### config.mk
export PLATFORM = sky130hd
export DESIGN_NAME = mem_access_ctrl_flat
export DESIGN_NICKNAME = d
export VERILOG_FILES = /design/src/rtl/mem_access_ctrl_pkg.sv /design/src/rtl/mem_access_ctrl_if.sv /design/src/rtl/mem_access_ctrl_sync_fifo.sv /design/src/rtl/mem_access_ctrl.sv /design/src/flat_wrapper.sv
export SDC_FILE = /design/constraint.sdc
export NUM_CORES = 1
export LEC_CHECK = 0
export CORE_MARGIN = 1
export CORE_UTILIZATION = 49
export DETAILED_ROUTE_END_ITERATION = 10
export GPL_TIMING_DRIVEN = 0
export MAX_ROUTING_LAYER = met4
export PLACE_DENSITY = 0.95
export SLEW_MARGIN = 25
export SYNTH_ARGS = -nofsm -noshare
export SYNTH_HDL_FRONTEND = slang
export SYNTH_HIERARCHICAL = 1
export SYNTH_SLANG_ARGS = --single-unit
### constraint.sdc
create_clock -name clk -period 8.42 [get_ports clk]
set_clock_uncertainty 0.15 [all_clocks]
set_input_delay 2.105 -clock clk [delete_from_list [all_inputs] [get_ports clk]]
set_output_delay 2.105 -clock clk [all_outputs]
set_load 0.05 [all_outputs]
### src/rtl/mem_access_ctrl_pkg.sv
// rtl/mem_access_ctrl_pkg.sv - opcodes, address map, IO offsets and load alignment for mem_access_ctrl
package mem_access_pkg;

    localparam logic [6:0] OPC_LOAD  = 7'b0000011;
    localparam logic [6:0] OPC_STORE = 7'b0100011;

    localparam logic [2:0] F3_B  = 3'b000;
    localparam logic [2:0] F3_H  = 3'b001;
    localparam logic [2:0] F3_W  = 3'b010;
    localparam logic [2:0] F3_BU = 3'b100;
    localparam logic [2:0] F3_HU = 3'b101;

    localparam int         DMEM_SEL_BIT = 28;
    localparam int         IMEM_SEL_BIT = 29;
    localparam logic [3:0] IO_REGION    = 4'b1000;

    localparam logic [7:0] IO_STATUS    = 8'h00;
    localparam logic [7:0] IO_RX_DATA   = 8'h04;
    localparam logic [7:0] IO_TX_DATA   = 8'h08;
    localparam logic [7:0] IO_CYCLE     = 8'h10;
    localparam logic [7:0] IO_CYCLE_CLR = 8'h18;

    typedef enum logic [1:0] {
        SRC_NONE = 2'd0,
        SRC_DMEM = 2'd1,
        SRC_IO   = 2'd2
    } ld_src_e;

    // Half selection uses only off[1], so odd halfword offsets fall back to the aligned half.
    function automatic logic [31:0] load_align(input logic [31:0] word,
                                               input logic [1:0]  off,
                                               input logic [2:0]  f3);
        logic [7:0]  b;
        logic [15:0] h;
        logic [31:0] r;
        b = word[{off, 3'b000} +: 8];
        h = off[1] ? word[31:16] : word[15:0];
        case (f3)
            F3_B:    r = {{24{b[7]}}, b};
            F3_BU:   r = {24'b0, b};
            F3_H:    r = {{16{h[15]}}, h};
            F3_HU:   r = {16'b0, h};
            default: r = word;
        endcase
        return r;
    endfunction

endpackage

### src/rtl/mem_access_ctrl_if.sv
// rtl/mem_access_ctrl_if.sv - request, response, memory and UART signals of mem_access_ctrl
interface mem_access_ctrl_if;
    logic        req_valid;
    logic        req_ready;
    logic [6:0]  req_opcode;
    logic [2:0]  req_funct3;
    logic [31:0] req_addr;
    logic [31:0] req_wdata;
    logic        rsp_valid;
    logic [31:0] rsp_data;
    logic        fault;
    logic [31:0] dmem_addr;
    logic [3:0]  dmem_we;
    logic [31:0] dmem_wdata;
    logic [31:0] dmem_rdata;
    logic [3:0]  imem_we;
    logic        tx_valid;
    logic        tx_ready;
    logic [7:0]  tx_data;
    logic        rx_valid;
    logic        rx_ready;
    logic [7:0]  rx_data;

    modport slave (
        input  req_valid, req_opcode, req_funct3, req_addr, req_wdata,
               dmem_rdata, tx_ready, rx_valid, rx_data,
        output req_ready, rsp_valid, rsp_data, fault, dmem_addr, dmem_we,
               dmem_wdata, imem_we, tx_valid, tx_data, rx_ready
    );

    modport master (
        output req_valid, req_opcode, req_funct3, req_addr, req_wdata,
               dmem_rdata, tx_ready, rx_valid, rx_data,
        input  req_ready, rsp_valid, rsp_data, fault, dmem_addr, dmem_we,
               dmem_wdata, imem_we, tx_valid, tx_data, rx_ready
    );
endinterface

### src/rtl/mem_access_ctrl_sync_fifo.sv
// rtl/mem_access_ctrl_sync_fifo.sv - synchronous FIFO with registered full/empty flags
module sync_fifo #(
    parameter int WIDTH = 8,
    parameter int DEPTH = 4
) (
    input  logic             clk,
    input  logic             rst,
    input  logic             i_push,
    input  logic [WIDTH-1:0] i_wdata,
    input  logic             i_pop,
    output logic [WIDTH-1:0] o_rdata,
    output logic             o_full,
    output logic             o_empty
);
    localparam int AW = (DEPTH > 1) ? $clog2(DEPTH) : 1;

    logic [WIDTH-1:0] r_mem [DEPTH];
    logic [AW-1:0]    r_wr_ptr;
    logic [AW-1:0]    r_rd_ptr;
    logic [AW:0]      r_count;
    logic             w_do_push;
    logic             w_do_pop;

    assign o_full    = (r_count == (AW+1)'(DEPTH));
    assign o_empty   = (r_count == '0);
    assign w_do_push = i_push && !o_full;
    assign w_do_pop  = i_pop && !o_empty;
    assign o_rdata   = r_mem[r_rd_ptr];

    always_ff @(posedge clk) begin
        if (w_do_push) begin
            r_mem[r_wr_ptr] <= i_wdata;
        end
    end

    always_ff @(posedge clk) begin
        if (rst) begin
            r_wr_ptr <= '0;
            r_rd_ptr <= '0;
            r_count  <= '0;
        end else begin
            if (w_do_push) begin
                r_wr_ptr <= (r_wr_ptr == AW'(DEPTH-1)) ? '0 : r_wr_ptr + 1'b1;
            end
            if (w_do_pop) begin
                r_rd_ptr <= (r_rd_ptr == AW'(DEPTH-1)) ? '0 : r_rd_ptr + 1'b1;
            end
            case ({w_do_push, w_do_pop})
                2'b10:   r_count <= r_count + 1'b1;
                2'b01:   r_count <= r_count - 1'b1;
                default: ;
            endcase
        end
    end
endmodule

### src/rtl/mem_access_ctrl.sv
// rtl/mem_access_ctrl.sv - data-side load/store controller for dmem, imem write port, UART and cycle counter
// Optional misaligned-access trapping: MEM_ACCESS_MISALIGN_TRAP_EN.
module mem_access_ctrl
    import mem_access_pkg::*;
#(
    parameter int TX_DEPTH = 4,
    parameter int CNT_W    = 32
) (
    input  logic              clk,
    input  logic              rst,
    mem_access_ctrl_if.slave  bus
);
    logic [31:0] w_addr;
    logic [7:0]  w_io_off;
    logic        w_is_load;
    logic        w_is_store;
    logic        w_hit_dmem;
    logic        w_hit_imem;
    logic        w_hit_io;
    logic        w_misalign;
    logic        w_ready;
    logic        w_accept;
    logic        w_st_en;
    logic        w_ld_acc;
    logic        w_push;
    logic        w_pop;
    logic        w_cnt_clr;
    logic        w_fifo_full;
    logic        w_fifo_empty;
    logic [7:0]  w_fifo_head;
    logic [3:0]  w_mask;
    logic [31:0] w_st_data;
    logic [31:0] w_io_rdata;
    logic [31:0] w_cnt_ext;
    logic [31:0] w_rsp_data;
    ld_src_e     w_ld_src;

    logic             r_rsp_valid;
    logic             r_ld_fault;
    ld_src_e          r_ld_src;
    logic [1:0]       r_ld_off;
    logic [2:0]       r_ld_f3;
    logic [31:0]      r_io_data;
    logic [CNT_W-1:0] r_cnt;

    assign w_addr     = bus.req_addr;
    assign w_io_off   = w_addr[7:0];
    assign w_is_load  = (bus.req_opcode == OPC_LOAD);
    assign w_is_store = (bus.req_opcode == OPC_STORE);
    assign w_hit_dmem = !w_addr[31] && w_addr[DMEM_SEL_BIT];
    assign w_hit_imem = !w_addr[31] && w_addr[IMEM_SEL_BIT];
    assign w_hit_io   = (w_addr[31:28] == IO_REGION);

`ifdef MEM_ACCESS_MISALIGN_TRAP_EN
    assign w_misalign = (w_is_load || w_is_store) &&
                        (((bus.req_funct3[1:0] == 2'b01) && w_addr[0]) ||
                         ((bus.req_funct3 == F3_W) && (w_addr[1:0] != 2'b00)));
    assign bus.fault  = (w_accept && w_is_store && w_misalign) || r_ld_fault;
`else
    assign w_misalign = 1'b0;
    assign bus.fault  = 1'b0;
`endif

    // Full is the registered flag, so a pop in the same cycle does not release a blocked push.
    assign w_ready   = !(bus.req_valid && w_is_store && w_hit_io &&
                         (w_io_off == IO_TX_DATA) && w_fifo_full);
    assign w_accept  = bus.req_valid && w_ready;
    assign w_st_en   = w_accept && w_is_store && !w_misalign;
    assign w_ld_acc  = w_accept && w_is_load;
    assign w_push    = w_st_en && w_hit_io && (w_io_off == IO_TX_DATA);
    assign w_cnt_clr = w_st_en && w_hit_io && (w_io_off == IO_CYCLE_CLR);
    assign w_pop     = bus.tx_valid && bus.tx_ready;
    assign w_cnt_ext = 32'(r_cnt);

    always_comb begin
        w_mask    = 4'b1111;
        w_st_data = bus.req_wdata;
        case (bus.req_funct3)
            F3_B: begin
                w_mask    = 4'b0001 << w_addr[1:0];
                w_st_data = {4{bus.req_wdata[7:0]}};
            end
            F3_H: begin
                w_mask    = 4'b0011 << {w_addr[1], 1'b0};
                w_st_data = {2{bus.req_wdata[15:0]}};
            end
            default: ;
        endcase
    end

    always_comb begin
        w_io_rdata = '0;
        case (w_io_off)
            IO_STATUS:  w_io_rdata = {30'b0, bus.rx_valid, !w_fifo_full};
            IO_RX_DATA: if (bus.rx_valid) w_io_rdata = {24'b0, bus.rx_data};
            IO_CYCLE:   w_io_rdata = w_cnt_ext;
            default:    ;
        endcase
    end

    always_comb begin
        w_ld_src = SRC_NONE;
        if (w_hit_dmem) begin
            w_ld_src = SRC_DMEM;
        end else if (w_hit_io) begin
            w_ld_src = SRC_IO;
        end
    end

    assign bus.req_ready  = w_ready;
    assign bus.dmem_addr  = {w_addr[31:2], 2'b00};
    assign bus.dmem_wdata = w_st_data;
    assign bus.dmem_we    = (w_st_en && w_hit_dmem) ? w_mask : 4'b0000;
    assign bus.imem_we    = (w_st_en && w_hit_imem) ? w_mask : 4'b0000;
    assign bus.rx_ready   = w_ld_acc && !w_misalign && w_hit_io &&
                            (w_io_off == IO_RX_DATA) && bus.rx_valid;
    assign bus.tx_valid   = !w_fifo_empty;
    assign bus.tx_data    = w_fifo_head;

    sync_fifo #(
        .WIDTH (8),
        .DEPTH (TX_DEPTH)
    ) u_tx_fifo (
        .clk     (clk),
        .rst     (rst),
        .i_push  (w_push),
        .i_wdata (bus.req_wdata[7:0]),
        .i_pop   (w_pop),
        .o_rdata (w_fifo_head),
        .o_full  (w_fifo_full),
        .o_empty (w_fifo_empty)
    );

    always_ff @(posedge clk) begin
        if (rst) begin
            r_rsp_valid <= 1'b0;
            r_ld_fault  <= 1'b0;
            r_ld_src    <= SRC_NONE;
            r_ld_off    <= 2'b00;
            r_ld_f3     <= 3'b000;
            r_io_data   <= '0;
        end else begin
            r_rsp_valid <= w_ld_acc;
            r_ld_fault  <= w_ld_acc && w_misalign;
            if (w_ld_acc) begin
                r_ld_src  <= w_ld_src;
                r_ld_off  <= w_addr[1:0];
                r_ld_f3   <= bus.req_funct3;
                r_io_data <= w_io_rdata;
            end
        end
    end

    always_ff @(posedge clk) begin
        if (rst || w_cnt_clr) begin
            r_cnt <= '0;
        end else begin
            r_cnt <= r_cnt + 1'b1;
        end
    end

    // A faulted load answers with zero regardless of its source.
    always_comb begin
        w_rsp_data = '0;
        if (r_rsp_valid && !r_ld_fault) begin
            case (r_ld_src)
                SRC_DMEM: w_rsp_data = load_align(bus.dmem_rdata, r_ld_off, r_ld_f3);
                SRC_IO:   w_rsp_data = r_io_data;
                default:  ;
            endcase
        end
    end

    assign bus.rsp_valid = r_rsp_valid;
    assign bus.rsp_data  = w_rsp_data;
endmodule
### src/flat_wrapper.sv
// flat-port wrapper written by rule: the top's interface ports become plain ports
module mem_access_ctrl_flat import mem_access_pkg::*;
#(
    parameter int TX_DEPTH = 4,
    parameter int CNT_W    = 32
)
  (clk, rst, bus_req_valid, bus_req_opcode, bus_req_funct3, bus_req_addr, bus_req_wdata, bus_dmem_rdata, bus_tx_ready, bus_rx_valid, bus_rx_data, bus_req_ready, bus_rsp_valid, bus_rsp_data, bus_fault, bus_dmem_addr, bus_dmem_we, bus_dmem_wdata, bus_imem_we, bus_tx_valid, bus_tx_data, bus_rx_ready);
  mem_access_ctrl_if bus_i ();
  input  logic clk;
  input  logic rst;
  input wire logic [$bits(bus_i.req_valid)-1:0] bus_req_valid;
  input wire logic [$bits(bus_i.req_opcode)-1:0] bus_req_opcode;
  input wire logic [$bits(bus_i.req_funct3)-1:0] bus_req_funct3;
  input wire logic [$bits(bus_i.req_addr)-1:0] bus_req_addr;
  input wire logic [$bits(bus_i.req_wdata)-1:0] bus_req_wdata;
  input wire logic [$bits(bus_i.dmem_rdata)-1:0] bus_dmem_rdata;
  input wire logic [$bits(bus_i.tx_ready)-1:0] bus_tx_ready;
  input wire logic [$bits(bus_i.rx_valid)-1:0] bus_rx_valid;
  input wire logic [$bits(bus_i.rx_data)-1:0] bus_rx_data;
  output wire logic [$bits(bus_i.req_ready)-1:0] bus_req_ready;
  output wire logic [$bits(bus_i.rsp_valid)-1:0] bus_rsp_valid;
  output wire logic [$bits(bus_i.rsp_data)-1:0] bus_rsp_data;
  output wire logic [$bits(bus_i.fault)-1:0] bus_fault;
  output wire logic [$bits(bus_i.dmem_addr)-1:0] bus_dmem_addr;
  output wire logic [$bits(bus_i.dmem_we)-1:0] bus_dmem_we;
  output wire logic [$bits(bus_i.dmem_wdata)-1:0] bus_dmem_wdata;
  output wire logic [$bits(bus_i.imem_we)-1:0] bus_imem_we;
  output wire logic [$bits(bus_i.tx_valid)-1:0] bus_tx_valid;
  output wire logic [$bits(bus_i.tx_data)-1:0] bus_tx_data;
  output wire logic [$bits(bus_i.rx_ready)-1:0] bus_rx_ready;
  assign bus_i.req_valid = bus_req_valid;
  assign bus_i.req_opcode = bus_req_opcode;
  assign bus_i.req_funct3 = bus_req_funct3;
  assign bus_i.req_addr = bus_req_addr;
  assign bus_i.req_wdata = bus_req_wdata;
  assign bus_i.dmem_rdata = bus_dmem_rdata;
  assign bus_i.tx_ready = bus_tx_ready;
  assign bus_i.rx_valid = bus_rx_valid;
  assign bus_i.rx_data = bus_rx_data;
  assign bus_req_ready = bus_i.req_ready;
  assign bus_rsp_valid = bus_i.rsp_valid;
  assign bus_rsp_data = bus_i.rsp_data;
  assign bus_fault = bus_i.fault;
  assign bus_dmem_addr = bus_i.dmem_addr;
  assign bus_dmem_we = bus_i.dmem_we;
  assign bus_dmem_wdata = bus_i.dmem_wdata;
  assign bus_imem_we = bus_i.imem_we;
  assign bus_tx_valid = bus_i.tx_valid;
  assign bus_tx_data = bus_i.tx_data;
  assign bus_rx_ready = bus_i.rx_ready;
  mem_access_ctrl #(.TX_DEPTH(TX_DEPTH), .CNT_W(CNT_W)) u_core (.clk(clk), .rst(rst), .bus(bus_i));
endmodule
==> run summary <==
DRC = 0
Clock Root Buffer = clkbuf_16
Hold EP = u_core/r_ld_f3[2]$_SDFFE_PP0P_
# IOs = 236
status = finished clean
Post-Route WL = 23.2 mm
setup violators final = 0
Post-synth top cells = 81 x dfxtp_1, 71 x o21ai_0, 61 x nand2_1, 57 x a21oi_1, 48 x nor2_1
vias per inst = 6.14
Max Cap Violations = 0
Yosys reg bits = 113
die area = 0.0136 mm²
clock tree buffer depth = 2
vias in the first global route = 6447
non-filler instance count after layout = 1131
Clock Latency Late Sink = 410 ps
Cells after DPL = 1099
setup_tns = 0 ps
Worst Hold Path Cells = 2
Post-Syn Instances = 714
ys async rst share = 0
Port Buf Inserts = 211
DR vias = 6942
dominant synthesized flop cell = dfxtp_1
# rows = 41
First-pass DRT Iterations = 7
Synth Warn # = 6
floorplan core area = 0.0127 mm²
Post-synth EDFFs = 32
Data required, critical path = 6170 ps
Worst R2R End = u_core/u_tx_fifo/r_count[2]$_SDFFE_PP0P_
Slew HR = 0.410
CP Max Fanout = 5
clk slew on worst S/H paths = 60 ps
Antenna Cells = 0
Fin. Hold Viols = 0
# nets final = 1075
kind of critical path = primary input to output port
dominant delay contributor by cell family on the critical path = simple AND/OR/NAND/NOR gates
area added between synthesis and finish = 45.5%
sequential share of the synthesized area = 0.400
startpoint class of the critical path = primary input
Total Routing Usage GR = 0.341
first-pass GRT wire length = 34.3 mm
hold_sp = u_core/r_ld_f3[2]$_SDFFE_PP0P_
Final Critical Period = 7180 ps
top post-synthesis cells by area = dfxtp_1 25%, edfxtp_1 15%, o21ai_0 5.5%, buf_4 4.8%, a21oi_1 4.4%
Yosys top cell area share = 0.251
post-synthesis average cell area = 9.04 µm²
Slew Limit Fails = 0
most frequent cell after synthesis = dfxtp_1
P_leak = 3.37 nW
pin count of the biggest net entering global routing = 17
type of the worst min-delay path = flop to flop
Setup crit end kind = output port
final setup margin = 1240 ps
Crit path largest cell delay = 820 ps
DIE WIDTH = 117 µm
worst path bufs/invs = 2
layout cells sized above 1 = 0.126
Hold WS = 316 ps
Netlist Area Pre-Place = 0.00645 mm²
CTS tree = yes
CP Cell Sequence = clkdlybuf4s50_1 > or4b_4 > or3_4 > or3b_1 > nor2_1 > clkdlybuf4s50_1
post-synth cell types = 56
Fillers = 804
r2r setup slk = 5380 ps
CTS Buf Count = 17
hold_buf cts = 0
final period utilization = 0.853
Synth area leader = dfxtp_1
Max Freq = 139 MHz
Most Frequent Cell on Critical Path = clkdlybuf4s50_1
# resized after CTS = 0
Post-CTS Setup Repair Bufs = 0
multi-input logic area = 0.00329 mm²
Worst path slowest cell = clkdlybuf4s50_1
Peak VDD IR = 0.144 mV
Design Area, Final = 0.00939 mm²
Worst-Margin Slew = 872 ps
P per Cell Area = 162 mW/mm²
per-cell routed wire length = 20.5 µm
Iter 0 DRT Violations = 967
gr ovfl total = 0
die height = 117 µm
ANT nets after route = 0
data arrival time of the worst path = 4920 ps
DP Area = 0.00879 mm²
FF-to-FF path depth = 12
initial antenna violation count = 0
RSZ-0062 raised after global routing = no
# clock sinks = 113
Detailed Place HPWL = 16.0 mm
FF/Latch Area = 0.00258 mm²
Post-Place Setup Slack = 1260 ps
Starting Density = 0.507
reg2reg start = u_core/u_tx_fifo/r_count[0]$_SDFFE_PP0P_
routability cong. = 0.930
H-tree depth = 4
cells in the final DEF, fill, tap and decap left out, types with 9 or more instances in the layout:
| master | instances |
|---|---|
| clkbuf_1 | 33 |
| inv_1 | 21 |
| mux2i_1 | 15 |
| nor2_1 | 48 |
| ha_1 | 9 |
| mux4_2 | 9 |
| nand4_1 | 16 |
| o31ai_1 | 10 |
| nor2b_1 | 13 |
| o21ai_0 | 71 |
| or3_1 | 13 |
| clkbuf_16 | 17 |
| clkdlybuf4s50_1 | 211 |
| dfxtp_1 | 81 |
| nand2_1 | 61 |
| edfxtp_1 | 32 |
| mux2_2 | 16 |
| a21oi_1 | 57 |
| nand3_1 | 12 |
| buf_4 | 41 |
| or4_1 | 10 |
| xor2_1 | 9 |
| a22o_1 | 24 |
| and3_1 | 11 |
how the worst max path moves through the flow:
stage                                  from        endpoint  slack, ps  cells after the start
after detailed placement  bus_req_opcode[2]  bus_imem_we[3]       1260                      6
final                     bus_req_opcode[2]  bus_imem_we[3]       1240                      6
after floorplan           bus_req_opcode[2]  bus_imem_we[0]       2020                      4
after global placement    bus_req_opcode[2]  bus_imem_we[3]       1280                      6
after CTS                 bus_req_opcode[2]  bus_imem_we[3]       1250                      6
after global routing      bus_req_opcode[2]  bus_imem_we[3]       1170                      6
cell families (layout without fill, tap and decap cells):
group,after synthesis,count (layout),synth area share
XOR/XNOR,13,13,0.0176
AO/OA/AOI/OAI,205,205,0.202
buffers and inverters,108,351,0.0927
flip-flops,113,113,0.400
adder cells (fa/ha/maj),10,10,0.0206
AND/OR/NAND/NOR,224,224,0.184
other,1,3,0.000581
multiplexers,40,40,0.0826
stage by stage:
stage	total power, mW	util
finish	1.52	0.738
global route	1.55	0.738
detailed placement	0.801	0.691
CTS	1.52	0.738
floorplan	0.697	-
global placement	0.797	0.691
worst reg2reg max path: cells and delay by family (launching register included):
family          cells  cell delay, ps
buf+inv             4             330
xor+xnor            1              70
flops               1             400
simple gates        4            1480
compound gates      1             160
fa+ha+maj           2             390
state kept, by name, summed over array words and instances, names as in the netlist, named ones only:
signal / count
u_core/r_io_data: 32
u_core/r_ld_src: 2
u_core/bus.rsp_valid: 1
u_core/u_tx_fifo/r_rd_ptr: 2
u_core/u_tx_fifo/r_wr_ptr: 2
u_core/r_ld_off: 2
u_core/r_ld_f3: 3
u_core/r_cnt: 32
u_core/u_tx_fifo/r_count: 3
u_core/u_tx_fifo/r_mem: 32
layout make-up:
cell class	count	share of cell area
repair buffers	211	0.225
well taps	172	0.0229
clock inverters	15	0.0184
clock buffers	17	0.0453
multi-input cells	495	0.350
flip-flops and latches	113	0.275
inverters	22	0.00879
plain buffers	86	0.0549
where the power goes:
group / internal, mW / switching, mW
Combinational: 0.102 / 0.131
Clock: 0.444 / 0.280
Sequential: 0.560 / 0.00163
Total: 1.11 / 0.413
layer usage:
layer | global-route usage | part of all wire | wire length, µm | up-vias
met4 | 0.155 | 0.042 | 978 | 0
met5 | - | 0 | 0 | -
met2 | 0.542 | 0.48 | 11100 | 579
li1 | - | - | - | 3063
met1 | 0.412 | 0.37 | 8550 | 3177
met3 | 0.0778 | 0.11 | 2580 | 123
No activity file was read; power rests on OpenSTA's default activity.
==> RTL edit 1, RTL diff (same settings) <==
`CNT_W` is set to 32 in 2 places; all go to 28.
--- a/src/rtl/mem_access_ctrl.sv
+++ b/src/rtl/mem_access_ctrl.sv
@@ -6,3 +6,3 @@
     parameter int TX_DEPTH = 4,
-    parameter int CNT_W    = 32
+    parameter int CNT_W    = 28
 ) (
--- a/src/flat_wrapper.sv
+++ b/src/flat_wrapper.sv
@@ -4,3 +4,3 @@
     parameter int TX_DEPTH = 4,
-    parameter int CNT_W    = 32
+    parameter int CNT_W    = 28
 )
Check against the original RTL: same outputs for any inputs over 4 cycles, from zero or initial values and one cycle with rst high; that may be too few to reach the edited logic, so the function may still have changed.
==> RTL edit 1 against the original RTL <==
- core utilization down 1.4 points
- synthesized area down 5.5%
- total power down 22%
- sequential share of layout area up 0.25 points
- via count down 9.0%
- clock power down 40%
- critical path depth up 2
- setup slack worse by 0.33 ns
- final area down 7.0%
- routed wire length down 12%
- sequential power down 6.9%
- sequential cell count down 8
- critical path type unchanged
- highest routed layer unchanged
==> RTL edit 1: results (changes against the original RTL) <==
Sequential element share of the synthesized area -> 0.397 (was 0.400)
Max VDD drop -> 0.0875 mV (was 0.144 mV)
H-tree depth -> 3 (was 4)
Ratio of cells with drive above 1 in the final layout -> 0.121 (was 0.126)
Vias in the first global route -> 5949 (was 6447)
Worst Path Arrival -> 5.26 ns (was 4.92 ns)
Setup WS pre-CTS -> 1.09 ns (was 1.26 ns)
RePlAce Congestion -> 0.941 (was 0.930)
Hold worst-path end -> u_core/r_io_data[3]$_SDFFE_PP0P_ (was u_core/r_ld_f3[2]$_SDFFE_PP0P_)
IO Port Bufs -> 210 (was 211)
Synth Area in Compound Gates -> 0.206 (was 0.202)
Invs w/o clock -> 19 (was 22)
DP HPWL -> 15000 um (was 16000 um)
Post-route cell area -> 8730 sq um (was 9390 sq um)
Largest net degree at the start of global routing -> 20 (was 17)
Via count -> 6319 (was 6942)
Leak -> 3.04 nW (was 3.37 nW)
Area of the multi-input gates -> 3120 sq um (was 3290 sq um)
Signal buf overhead -> 0.298 (was 0.280)
Fin Hold WS -> 0.314 ns (was 0.316 ns)
Total CTS buffers -> 9 (was 17)
Synth unique cells -> 63 (was 56)
Routed length on met1 -> 8050 um (was 8550 um)
Status -> finished, final reports clean (unchanged)
Adder-cell share of the synthesized area -> 0.0218 (was 0.0206)
FF-to-FF setup slack -> 5.29 ns (was 5.38 ns)
Switch Pwr -> 0.330 mW (was 0.413 mW)
Top cells by count, synth -> 73 x dfxtp_1, 52 x nand2_1, 51 x a21oi_1 (was 81 x dfxtp_1, 71 x o21ai_0, 61 x nand2_1)
First-pass GRT wire length -> 31900 um (was 34300 um)
Met2 Wirelength -> 9750 um (was 11100 um)
Multi-In Gates -> 446 (was 495)
DR iter-0 viols -> 719 (was 967)
Worst Hold Launch -> u_core/r_io_data[3]$_SDFFE_PP0P_ (was u_core/r_ld_f3[2]$_SDFFE_PP0P_)
Drt pass-1 iters -> 5 (was 7)
Sequential Area -> 2420 sq um (was 2580 sq um)
Least-Margin Pin Slew -> 0.977 ns (was 0.872 ns)
Post-Route WL -> 20500 um (was 23200 um)
Total GRT Usage -> 0.327 (was 0.341)
Clock-cell share -> 0.0351 (was 0.0637)
Worst-skew pair later-pin latency -> 0.36 ns (was 0.41 ns)
Post-synthesis register bit count -> 105 (was 113)
Nonclk buf count -> 291 (was 297)
Final #Nets -> 1001 (was 1075)
## RTL edit 1: changes by cell type after synthesis, moves of 8 or more
cell     unedited run  this run
o21ai_0            71        27
nand2_1            61        52
nand3_1            12        23
and3_1             11         3
dfxtp_1            81        73
a221o_1             0        12
or3_1              13         5
## RTL edit 1: how the worst max path moves through the flow
stage / cells past startpoint / from / slack (ns) / end
floorplan: 6 / bus_req_opcode[2] / 2.22 / bus_rx_ready
global placement: 8 / bus_req_opcode[2] / 1.14 / bus_rx_ready
detailed placement: 8 / bus_req_opcode[2] / 1.09 / bus_rx_ready
CTS: 8 / bus_req_opcode[2] / 0.99 / bus_rx_ready
global route: 8 / bus_req_opcode[2] / 0.77 / bus_rx_ready
finish: 8 / bus_req_opcode[2] / 0.91 / bus_rx_ready
## RTL edit 1: logic make-up (layout without fill, tap and decap cells)
group,count (synthesis),after routing
AOI/OAI and AO/OA,176,176
xor gates and xnor gates,14,14
adders and majority gates,10,10
buffers and inverters,100,326
DFF,105,105
muxes,37,37
other,1,3
and+or+nand+nor,206,206
## RTL edit 1: stage by stage
| step | cells | power [mW] |
|---|---|---|
| 5_1_grt | 1045 | 1.22 |
| 3_3_place_gp | 1029 | 0.758 |
| 3_5_place_dp | 1029 | 0.762 |
| 2_1_floorplan | 651 | 0.660 |
| 4_1_cts | 1045 | 1.19 |
| 6_report | 1045 | 1.19 |
## RTL edit 1: worst max-delay path, cell delays in order
cell and delay, ns:
clkdlybuf4s50_1 0.41, nor4b_1 0.86, and4b_1 0.34, buf_2 0.18, buf_2 0.25, nand2_1 0.11
nor2_1 0.17, clkdlybuf4s50_1 0.83
## RTL edit 1: metal layers
layer / up-vias / global-route usage
met2: 439 / 0.515
li1: 2828 / -
met5: - / -
met1: 2975 / 0.411
met4: 0 / 0.148
met3: 77 / 0.0595
==> RTL edit 2, RTL diff (same settings) <==
Made on the original files. Reset style: asynchronous (`rst`), changed in 2 clocked blocks.
--- a/src/rtl/mem_access_ctrl_sync_fifo.sv
+++ b/src/rtl/mem_access_ctrl_sync_fifo.sv
@@ -35,3 +35,3 @@
 
-    always_ff @(posedge clk) begin
+    always_ff @(posedge clk or posedge rst) begin
         if (rst) begin
--- a/src/rtl/mem_access_ctrl.sv
+++ b/src/rtl/mem_access_ctrl.sv
@@ -133,3 +133,3 @@
 
-    always_ff @(posedge clk) begin
+    always_ff @(posedge clk or posedge rst) begin
         if (rst) begin
Check against the original RTL: differs if rst is asserted again (counterexample within 4 cycles, from zero or initial values and one cycle with rst high); with rst held inactive, the same outputs for 4 cycles.
==> RTL edit 2 against the original RTL <==
- global-route usage down 1.6 points
- sequential cell count fell by 2
- routed wire length decreased by 4.9%
- non-clock buffer count is 1 lower
- critical path type unchanged
- largest cell class unchanged
- synthesized area rose by 2.6%
- final area fell by 0.96%
- setup slack worse by 0.24 ns
- highest routed layer unchanged
- hold slack improved by 0.0081 ns
Power is not compared: it rests on default switching activity, and its combinational part moved more than twofold at a synthesized area within 25%.
==> RTL edit 2: results (changes against the original RTL) <==
Status -> finished, final reports clean (unchanged)
Drt pass-1 iters -> 5 (was 7)
Setup WS pre-CTS -> 1.12 ns (was 1.26 ns)
Sequential element share of the synthesized area -> 0.420 (was 0.400)
Crit path to -> bus_rsp_data[28] (was bus_imem_we[3])
GR Util met1 -> 0.410 (was 0.412)
R2r worst-path depth -> 10 (was 12)
FF-to-FF setup slack -> 5.94 ns (was 5.38 ns)
Post-CTS sizing -> 0 (unchanged)
Met3 Routed Length -> 2060 um (was 2580 um)
Via count -> 6497 (was 6942)
Total CTS buffers -> 9 (was 17)
Worst Path Arrival -> 5.16 ns (was 4.92 ns)
Hold worst-path end -> u_core/r_cnt[0]$_SDFF_PP0_ (was u_core/r_ld_f3[2]$_SDFFE_PP0P_)
Placed inst area -> 8990 sq um (was 8790 sq um)
Crit-path max cell delay -> 0.71 ns (was 0.82 ns)
Initial antenna violation count -> 1 (was 0)
Synth unique cells -> 67 (was 56)
H-tree depth -> 3 (was 4)
RePlAce Congestion -> 0.927 (was 0.930)
Routed length on met1 -> 8560 um (was 8550 um)
Reg2reg start -> u_core/u_tx_fifo/r_count[0]$_DFFE_PP0P_ (was u_core/u_tx_fifo/r_count[0]$_SDFFE_PP0P_)
Area contributors post-synth -> dfrtp_1 18%, edfxtp_1 15%, dfxtp_1 9.7%, a22o_1 5.6%, buf_4 4.9% (was dfxtp_1 25%, edfxtp_1 15%, o21ai_0 5.5%, buf_4 4.8%, a21oi_1 4.4%)
Fin Hold WS -> 0.325 ns (was 0.316 ns)
Uppermost layer routed -> met4 (unchanged)
IO Port Bufs -> 212 (was 211)
First-pass GRT wire length -> 34100 um (was 34300 um)
Critical Path Start -> bus_dmem_rdata[7] (was bus_req_opcode[2])
Routing usage on met3 -> 0.0608 (was 0.0778)
Worst-path fanout max -> 10 (was 5)
Ys async rst share -> 0.423 (was 0)
DP HPWL -> 16200 um (was 16000 um)
Worst-skew pair later-pin latency -> 0.36 ns (was 0.41 ns)
Final #Nets -> 1021 (was 1075)
Least-Margin Pin Slew -> 1.03 ns (was 0.872 ns)
Met2 Use GR -> 0.511 (was 0.542)
Total GRT Usage -> 0.325 (was 0.341)
Top cells by count, synth -> 48 x nand2_1, 47 x dfrtp_1, 47 x nor2_1 (was 81 x dfxtp_1, 71 x o21ai_0, 61 x nand2_1)
FF-to-FF End -> u_core/u_tx_fifo/r_count[2]$_DFFE_PP0P_ (was u_core/u_tx_fifo/r_count[2]$_SDFFE_PP0P_)
Met2 Wirelength -> 10600 um (was 11100 um)
DR iter-0 viols -> 959 (was 967)
Non-Filler Instances -> 1074 (was 1131)
Cells after synthesis -> 666 (was 714)
Largest net degree at the start of global routing -> 32 (was 17)
-- RTL edit 2: worst max-delay path, delay by kind of cell --
| family | cells | cell delay (ns) |
|---|---|---|
| mux | 1 | 0.50 |
| buf+inv | 3 | 1.53 |
| compound gates | 3 | 1.03 |
-- RTL edit 2: kinds of logic (layout without fill, tap and decap cells) --
family,Yosys count,after routing,share of synthesized area
other,1,4,0.000567
AO/OA/AOI/OAI,148,148,0.160
multiplexers,50,50,0.100
buffers and inverters,105,334,0.0871
XOR/XNOR,16,16,0.0212
AND/OR/NAND/NOR,225,225,0.191
flip-flops,111,111,0.420
adder cells (fa/ha/maj),10,10,0.0200
-- RTL edit 2: area by class of cell --
type / count / area, sq um
clock inverters: 5 / 46.3
diodes: 1 / 2.50
clock buffers: 11 / 264
well taps: 176 / 220
repair buffers: 213 / 2140
inverters: 22 / 82.6
flip-flops and latches: 111 / 2780
plain buffers: 83 / 494
multi-input cells: 452 / 3270
fillers: 833 / 3890
